### src/rtl/muldiv_unit.sv
// muldiv_unit: multi-cycle unsigned 8-bit multiply/divide unit.
// It takes two register-file operands and runs a shift-add multiply or a
// restoring divide over 8 iterations. The result goes out as a single-cycle
// register-file write.
//
// Ports:
//   clk          - clock; all state updates on the rising edge
//   rst_n        - asynchronous active-low reset
//   start        - operation request, sampled only while idle
//   op           - 00 MUL (low byte), 01 MULHU (high byte), 10 DIVU, 11 REMU
//   operand_a    - multiplicand / dividend
//   operand_b    - multiplier / divisor
//   dest_addr    - destination register (x0 results are discarded)
//   busy         - high whenever an operation is in progress
//   write_enable - one-cycle register-file write strobe
//   write_addr   - register-file write address (holds until next result)
//   write_data   - register-file write data (holds until next result)
module muldiv_unit (
    input  logic       clk,
    input  logic       rst_n,
    input  logic       start,
    input  logic [1:0] op,
    input  logic [7:0] operand_a,
    input  logic [7:0] operand_b,
    input  logic [4:0] dest_addr,
    output logic       busy,
    output logic       write_enable,
    output logic [4:0] write_addr,
    output logic [7:0] write_data
);

    typedef enum logic [1:0] {IDLE, CALC, DONE} state_t;

    state_t      state, state_next;
    logic [1:0]  op_q;
    logic [7:0]  opnd_q;     // multiplicand (MUL*) or divisor (DIV*/REM*)
    logic [4:0]  dest_q;
    logic [2:0]  iter_cnt;
    logic        iter_done;
    logic [15:0] acc;        // MUL: {partial product, multiplier}; DIV: acc[7:0] dividend -> quotient
    logic [7:0]  rem;

    logic [8:0]  mul_sum;
    logic [8:0]  div_trial;
    logic        div_ge;
    logic [7:0]  div_rem_next;
    logic [7:0]  result;

    assign busy = (state != IDLE);

    // Shift-add step: add the multiplicand to the high half when the current
    // multiplier bit is set. The 9-bit sum keeps the carry, which is shifted
    // back into the accumulator.
    always_comb begin
        mul_sum = {1'b0, acc[15:8]} + (acc[0] ? {1'b0, opnd_q} : 9'd0);
    end

    // Restoring divide step: bring down the dividend MSB into the 9-bit
    // partial remainder. A zero divisor always subtracts, so the quotient is
    // all ones and the remainder is the dividend.
    always_comb begin
        div_trial    = {rem, acc[7]};
        div_ge       = (div_trial >= {1'b0, opnd_q});
        div_rem_next = div_ge ? 8'(div_trial - {1'b0, opnd_q}) : div_trial[7:0];
    end

    always_comb begin
        result = acc[7:0];
        case (op_q)
            2'b00:   result = acc[7:0];
            2'b01:   result = acc[15:8];
            2'b10:   result = acc[7:0];
            default: result = rem;
        endcase
    end

    always_ff @(posedge clk or negedge rst_n) begin
        if (!rst_n) state <= IDLE;
        else        state <= state_next;
    end

    // CALC holds one extra cycle after the 8th iteration (iter_done). That
    // cycle loads the result, and DONE then issues the write strobe.
    always_comb begin
        state_next = state;
        case (state)
            IDLE:    if (start) state_next = CALC;
            CALC:    if (iter_done) state_next = DONE;
            DONE:    state_next = IDLE;
            default: state_next = IDLE;
        endcase
    end

    always_ff @(posedge clk or negedge rst_n) begin
        if (!rst_n) begin
            op_q         <= '0;
            opnd_q       <= '0;
            dest_q       <= '0;
            iter_cnt     <= '0;
            iter_done    <= 1'b0;
            acc          <= '0;
            rem          <= '0;
            write_enable <= 1'b0;
            write_addr   <= '0;
            write_data   <= '0;
        end else begin
            write_enable <= 1'b0;
            case (state)
                IDLE: begin
                    if (start) begin
                        op_q      <= op;
                        opnd_q    <= op[1] ? operand_b : operand_a;
                        acc       <= {8'h00, (op[1] ? operand_a : operand_b)};
                        rem       <= '0;
                        dest_q    <= dest_addr;
                        iter_cnt  <= '0;
                        iter_done <= 1'b0;
                    end
                end
                CALC: begin
                    if (!iter_done) begin
                        if (op_q[1]) begin
                            acc[7:0] <= {acc[6:0], div_ge};
                            rem      <= div_rem_next;
                        end else begin
                            acc <= {mul_sum, acc[7:1]};
                        end
                        iter_cnt <= iter_cnt + 3'd1;
                        if (iter_cnt == 3'd7) iter_done <= 1'b1;
                    end else begin
                        write_data <= result;
                        write_addr <= dest_q;
                    end
                end
                DONE: begin
                    write_enable <= (dest_q != 5'd0);
                end
                default: ;
            endcase
        end
    end

endmodule

### config.mk
export PLATFORM = sky130hd
export DESIGN_NAME = muldiv_unit
export DESIGN_NICKNAME = d
export VERILOG_FILES = /design/src/rtl/muldiv_unit.sv
export SDC_FILE = /design/constraint.sdc
export NUM_CORES = 1
export LEC_CHECK = 0
export ABC_AREA = 1
export CAP_MARGIN = 15
export CORE_MARGIN = 5
export CORE_UTILIZATION = 48
export DETAILED_ROUTE_END_ITERATION = 12
export HOLD_SLACK_MARGIN = 0.1
export MAX_ROUTING_LAYER = met4
export PLACE_DENSITY = 0.75
export SLEW_MARGIN = 20
export SYNTH_ARGS = -nofsm -noshare
export SYNTH_HDL_FRONTEND = slang
export SYNTH_SLANG_ARGS = --single-unit
### constraint.sdc
create_clock -name clk -period 3.25 [get_ports clk]
set_input_delay 0.8125 -clock clk [delete_from_list [all_inputs] [get_ports clk]]
set_output_delay 0.8125 -clock clk [all_outputs]
set_load 0.01 [all_outputs]
==> results by group, run 1 <==
Job
  • Number of max-cap violations: 0

Place
  • Hpwl dp: 7.42 mm
  • Place WS: 0.882 ns
  • IO Port Bufs: 40
  • Placer Congestion: 0.925

Timing
  • Minimum clock period: 2.27 ns
  • Final setup viols: 0
  • Setup TNS Final: 0 ns
  • Final hold violation count: 0
  • Unrepaired setup endpoints after global routing: false
  • Post-route setup slack: 0.983 ns
  • Slew HR: 0.677
  • Max-slew violations: 0
  • Hold Slack: 0.425 ns
  • Slew of the pin with the lowest slew margin: 0.484 ns
  • Fmax: 0.441 GHz
  • Clock Skew: 0.0128 ns
  • Fin crit share: 0.698

Final layout
  • Share of layout cells above drive strength 1: 0.0743
  • Nets: 566
  • Commonest non-fill, non-tap cell in the layout: nand2_1
  • Antenna diode count: 0
  • Most frequent cells in the layout: nand2_1, inv_1, dfrtp_1, o21ai_0, clkdlybuf4s50_1
  • Layout area overhead: 18.7%
  • Fillers: 705

Drt
  • Drt first pass iters: 6
  • Final WL: 9.61 mm
  • DR WL/cell: 15.4 um
  • DR DRC count: 0
  • Initial detailed-routing violation count: 257
  • DR vias/cell: 5.47
  • DR vias: 3416
  • Post-DRT Antenna Nets: 0

Clocking
  • CTS tree: yes
  • CTS buffer count: 9
  • Clock transition at path regs: 0.08 ns
  • CTS Hold Bufs: 0
  • H-tree Lvls: 3
  • Clk_lat worst skew: 0.35 ns
  • Longest Clk Path Bufs: 2
  • Post-CTS setup buffer count: 0
  • Post_cts resized: 0
  • Clock root cell: clkbuf_8
  • CTS sink cnt: 59

Synth
  • Synthesized instance count: 478
  • Syn nets: 524
  • Primary FF master, synth: dfrtp_1
  • Avg Inst Size Synth: 7.58 um^2
  • Yosys warnings: 0
  • Yosys reg bits: 59
  • Seq/Total Area, Yosys: 0.407
  • Number of synthesized flops with an enable pin: 0
  • Distinct cells, synth: 37
  • Synthesized cell area: 0.00362 mm^2
  • Asr flop ratio synth: 1.00

Run status
  • Status: finished clean

Floorplanning
  • Row cnt: 31
  • Io pins: 41
  • Initial Utilization: 0.497
  • Core area: 0.00729 mm^2
  • Chip Width: 96.9 um
  • Die area: 0.00939 mm^2
  • Die Ht: 96.9 um

Global route
  • First-pass GRT wire length: 16.1 mm
  • Pin count of the biggest net entering global routing: 29
  • Total grt overflow: 0
  • Total GRT Usage: 0.215
  • Vias in the first global route: 3274
  • Antenna violations before repair: 0

Critical path
  • Crit path kind: flip-flop to output port
  • Worst setup EP type: output port
  • Critical path arrival: 1.45 ns
  • WP data required: 2.44 ns
  • Startpoint types: flip-flop
  • CP max FO: 3

Power and ir drop
  • Power density over the cells: 1020 mW/mm^2
  • VDD IR max: 0.442 mV
  • Lkg Pwr: 2.20 nW

Min path
  • Worst Hold Class: input port to async pin
==> per-stage QoR <==
stage | area [um^2] | instances | power, mW | utilization
after floorplan | 3620 | 478 | 2.96 | -
after global placement | 4100 | 608 | 3.59 | 0.562
after detailed placement | 4100 | 608 | 3.66 | 0.562
after CTS | 4300 | 624 | 4.36 | 0.590
after global routing | 4300 | 624 | 4.76 | 0.590
final | 4300 | 624 | 4.38 | 0.590
==> cells in the mapped netlist (2+ instances only) <==
library cell,count,area (um^2)
nand2_1,125,469
inv_1,78,293
dfrtp_1,59,1480
o21ai_0,55,275
nand3_1,32,160
nor2_1,19,71.3
ha_1,18,225
o22ai_1,16,100
o211ai_1,9,67.6
a21oi_1,8,40.0
o22a_1,8,70.1
buf_2,7,35.0
inv_2,6,22.5
nand2_2,4,25.0
clkbuf_1,3,11.3
nand4_1,3,18.8
xor2_1,3,26.3
fa_1,2,40.0
nor2_2,2,12.5
nor2_4,2,22.5
o221ai_1,2,17.5
xnor2_1,2,17.5
==> layer usage <==
metal  wire, um  part of all wire  global-route usage
met4        196             0.020              0.0713
met3        655             0.068              0.0403
met1       4140              0.43               0.277
met5          0                 0                   -
met2       4620              0.48               0.342
==> cells by family (layout without fill, tap and decap cells) <==
| group | count (synthesis) | after routing | share of synthesized area |
|---|---|---|---|
| buf+inv | 97 | 144 | 0.106 |
| flops | 59 | 59 | 0.407 |
| simple gates | 194 | 194 | 0.234 |
| fa+ha+maj | 20 | 20 | 0.0732 |
| xor+xnor | 5 | 5 | 0.0121 |
| compound gates | 103 | 103 | 0.167 |
==> power by group <==
part	internal, mW	switching (mW)
Clock	0.375	0.316
Sequential	1.05	0.232
Combinational	0.917	1.49
==> sequential cells by signal, indices dropped and copies added (netlist names) <==
register      flops
acc              16
opnd_q            8
rem               8
write_data        8
dest_q            5
write_addr        5
iter_cnt          3
op_q              2
state             2
iter_done         1
write_enable      1
==> cell type report <==
| cell class | count | area, um^2 | share of cell area |
|---|---|---|---|
| clock buffer | 10 | 138 | 0.0320 |
| clock inverter | 6 | 63.8 | 0.0148 |
| inverter | 85 | 320 | 0.0744 |
| multi-input combinational | 322 | 1760 | 0.410 |
| sequential | 59 | 1480 | 0.343 |
| tap | 99 | 124 | 0.0288 |
| timing repair buffer | 43 | 418 | 0.0971 |
==> worst max-delay path, stage by stage (launching register included) <==
cell and delay [ns]:
dfrtp_1 0.42, nor2_1 0.13, inv_1 0.07, clkdlybuf4s50_1 0.48
==> path summary, 6_finish.rpt <==
check	from	end	slack (ns)	depth (start not counted)
max	state[1]	busy	0.98	3
min	rst_n	write_data[0]	0.42	1
max reg2reg	acc[0]	acc[13]	1.01	11
min reg2reg	write_addr[2]	write_addr[2]	0.49	2
max in group asynchronous	rst_n	acc[4]	2.11	2
min in group clk	write_addr[2]	write_addr[2]	0.49	2
(Power assumes the default switching activity.)
==> run 2: changes to the inputs <==
Clock period 3.25 ns to 2.09 ns, I/O delays scaled along.
==> results by group, run 2 (same netlist as run 1, synthesis figures left out) <==
Drt
  • Drt first pass iters: 7 (was 6)
  • DR vias: 3318 (was 3416)
  • DR vias/cell: 5.30 (was 5.47)
  • Initial detailed-routing violation count: 301 (was 257)
  • DR DRC count: 0 (unchanged)
  • Final WL: 9.41 mm (was 9.61 mm)
  • Post-DRT Antenna Nets: 0 (unchanged)
  • DR WL/cell: 15.0 um (was 15.4 um)

Power and ir drop
  • Power density over the cells: 1560 mW/mm^2 (was 1020 mW/mm^2)
  • VDD IR max: 0.626 mV (was 0.442 mV)
  • Pint: 3.59 mW (was 2.34 mW)
  • Clock power frac: 0.144 (was 0.158)
  • Lkg Pwr: 2.20 nW (about the same)
  • Logic gate share of total power: 0.565 (was 0.550)
  • Tot Pwr: 6.76 mW (was 4.38 mW)
  • Flop pwr share: 0.291 (was 0.292)
  • Switching Fraction: 0.469 (was 0.466)
  • Switching power: 3.17 mW (was 2.04 mW)

Critical path
  • Startpoint types: flip-flop (unchanged)
  • Largest stage delay on the critical path: 0.48 ns (about the same)
  • Crit path kind: flip-flop to output port (unchanged)
  • CP bufs+invs: 2 (unchanged)
  • Slowest cell on crit path: clkdlybuf4s50_1 (unchanged)
  • Reg2Reg Setup Slack: 0.19 ns (was 1.01 ns)
  • Stages on the worst setup path: 3 (unchanged)
  • Reg2Reg Depth: 9 (was 11)
  • Worst setup EP type: output port (unchanged)
  • Reg-to-Reg Start: opnd_q[6] (was acc[0])
  • Worst setup path endpoint: busy (unchanged)
  • WP data required: 1.57 ns (was 2.44 ns)
  • Critical path's top delay family: buffers and inverters (unchanged)
  • Critical path origin: state[1] (unchanged)
  • CP max FO: 3 (unchanged)
  • Reg2reg end: rem[0] (was acc[13])
  • CP cell instances: nor2_1 -> inv_1 -> clkdlybuf4s50_1 (unchanged)
  • Critical path arrival: 1.46 ns (was 1.45 ns)

Timing
  • Setup TNS Final: 0 ns (unchanged)
  • Slew HR: 0.699 (was 0.677)
  • Fin crit share: 0.948
  • Slew of the pin with the lowest slew margin: 0.450 ns (was 0.484 ns)
  • Minimum clock period: 1.98 ns
  • Clock Skew: 0.00930 ns (was 0.0128 ns)
  • Unrepaired setup endpoints after global routing: false (unchanged)
  • Post-route setup slack: 0.108 ns (was 0.983 ns)
  • Fmax: 0.505 GHz
  • Final setup viols: 0 (unchanged)
  • Max-slew violations: 0 (unchanged)
  • Hold Slack: 0.166 ns (was 0.425 ns)
  • Final hold violation count: 0 (unchanged)

Clocking
  • H-tree Lvls: 3 (unchanged)
  • Clock transition at path regs: 0.07 ns (was 0.08 ns)
  • CTS sink cnt: 59 (unchanged)
  • Longest Clk Path Bufs: 2 (unchanged)
  • Post-CTS setup buffer count: 0 (unchanged)
  • Clk_lat worst skew: 0.35 ns (about the same)
  • CTS tree: yes (unchanged)
  • CTS buffer count: 9 (unchanged)
  • Clock root cell: clkbuf_8 (unchanged)

Run status
  • Status: finished clean (unchanged)

Global route
  • Antenna violations before repair: 0 (unchanged)
  • First-pass GRT wire length: 15.4 mm (was 16.1 mm)
  • Total GRT Usage: 0.208 (was 0.215)
  • Pin count of the biggest net entering global routing: 60 (was 29)
  • Vias in the first global route: 3137 (was 3274)
  • Total grt overflow: 0 (unchanged)

Place
  • Cells after DPL: 610 (was 608)
  • Placer Congestion: 0.921 (was 0.925)
  • Hpwl dp: 7.21 mm (was 7.42 mm)
  • Place WS: 0.109 ns (was 0.882 ns)
  • DP Area: 0.00413 mm^2 (was 0.00410 mm^2)
  • IO Port Bufs: 40 (unchanged)

Floorplanning
  • Io pins: 41 (unchanged)
  • Die area: 0.00939 mm^2 (unchanged)
  • Die Ht: 96.9 um (unchanged)
  • Core area: 0.00729 mm^2 (unchanged)
  • Initial Utilization: 0.497 (unchanged)
  • Chip Width: 96.9 um (unchanged)
  • Row cnt: 31 (unchanged)

Final layout
  • Commonest non-fill, non-tap cell in the layout: nand2_1 (unchanged)
  • Nets: 568 (was 566)
  • Most frequent cells in the layout: nand2_1, inv_1, dfrtp_1, o21ai_0, clkdlybuf4s50_1 (unchanged)
  • Share of layout cells above drive strength 1: 0.0797 (was 0.0743)
  • Fin util: 0.592 (was 0.590)
  • Layout area overhead: 19.2% (was 18.7%)
  • Finished Layout Cells: 626 (was 624)
  • Max FFs per register: 16 (unchanged)
  • Post-Layout Inst Area: 0.00432 mm^2 (was 0.00430 mm^2)
  • Fillers: 707 (was 705)
  • Most flops, register: acc (unchanged)
  • Antenna diode count: 0 (unchanged)

Job
  • Number of max-cap violations: 0 (unchanged)

Min path
  • Worst Hold Class: input port to async pin (unchanged)
==> run 2: worst min path at each step <==
stage | to | slack (ns) | depth (start not counted)
finish | acc[12] | 0.17 | 2
CTS | iter_cnt[0] | 0.18 | 2
detailed placement | iter_cnt[1] | 0.47 | 2
global placement | iter_cnt[1] | 0.47 | 2
floorplan | acc[0] | 0.23 | 0
global route | write_data[3] | 0.20 | 2
==> run 2: final cells by class <==
type / instances / area (um^2) / share of cell area
well taps: 99 / 124 / 0.0287
inverters: 85 / 320 / 0.0741
multi-input cells: 322 / 1770 / 0.409
repair buffers: 45 / 445 / 0.103
flip-flops and latches: 59 / 1480 / 0.342
clock inverters: 5 / 37.5 / 0.00869
clock buffers: 11 / 151 / 0.0350
==> run 2: metal layers <==
layer | global-route usage | vias to the layer above | wire [um]
met5 | - | - | 0
met4 | 0.0734 | 0 | 155
met3 | 0.0403 | 14 | 492
met2 | 0.320 | 121 | 4450
met1 | 0.274 | 1532 | 4320
li1 | - | 1651 | -
==> run 2: power by group through the flow <==
stage | Sequential, mW | Clock [mW] | Combinational (mW)
after floorplan | 1.91 | 0 | 2.69
after global routing | 2.01 | 1.04 | 4.27
after CTS | 1.96 | 0.990 | 3.79
after global placement | 1.96 | 0 | 3.69
final | 1.97 | 0.975 | 3.81
after detailed placement | 1.98 | 0 | 3.77
==> run 2: repair_timing <==
action                     CTS  global route
gates resized for setup      0             2
hold buffers                 0             0
setup endpoints to repair    0             6
hold endpoints to repair     0             0
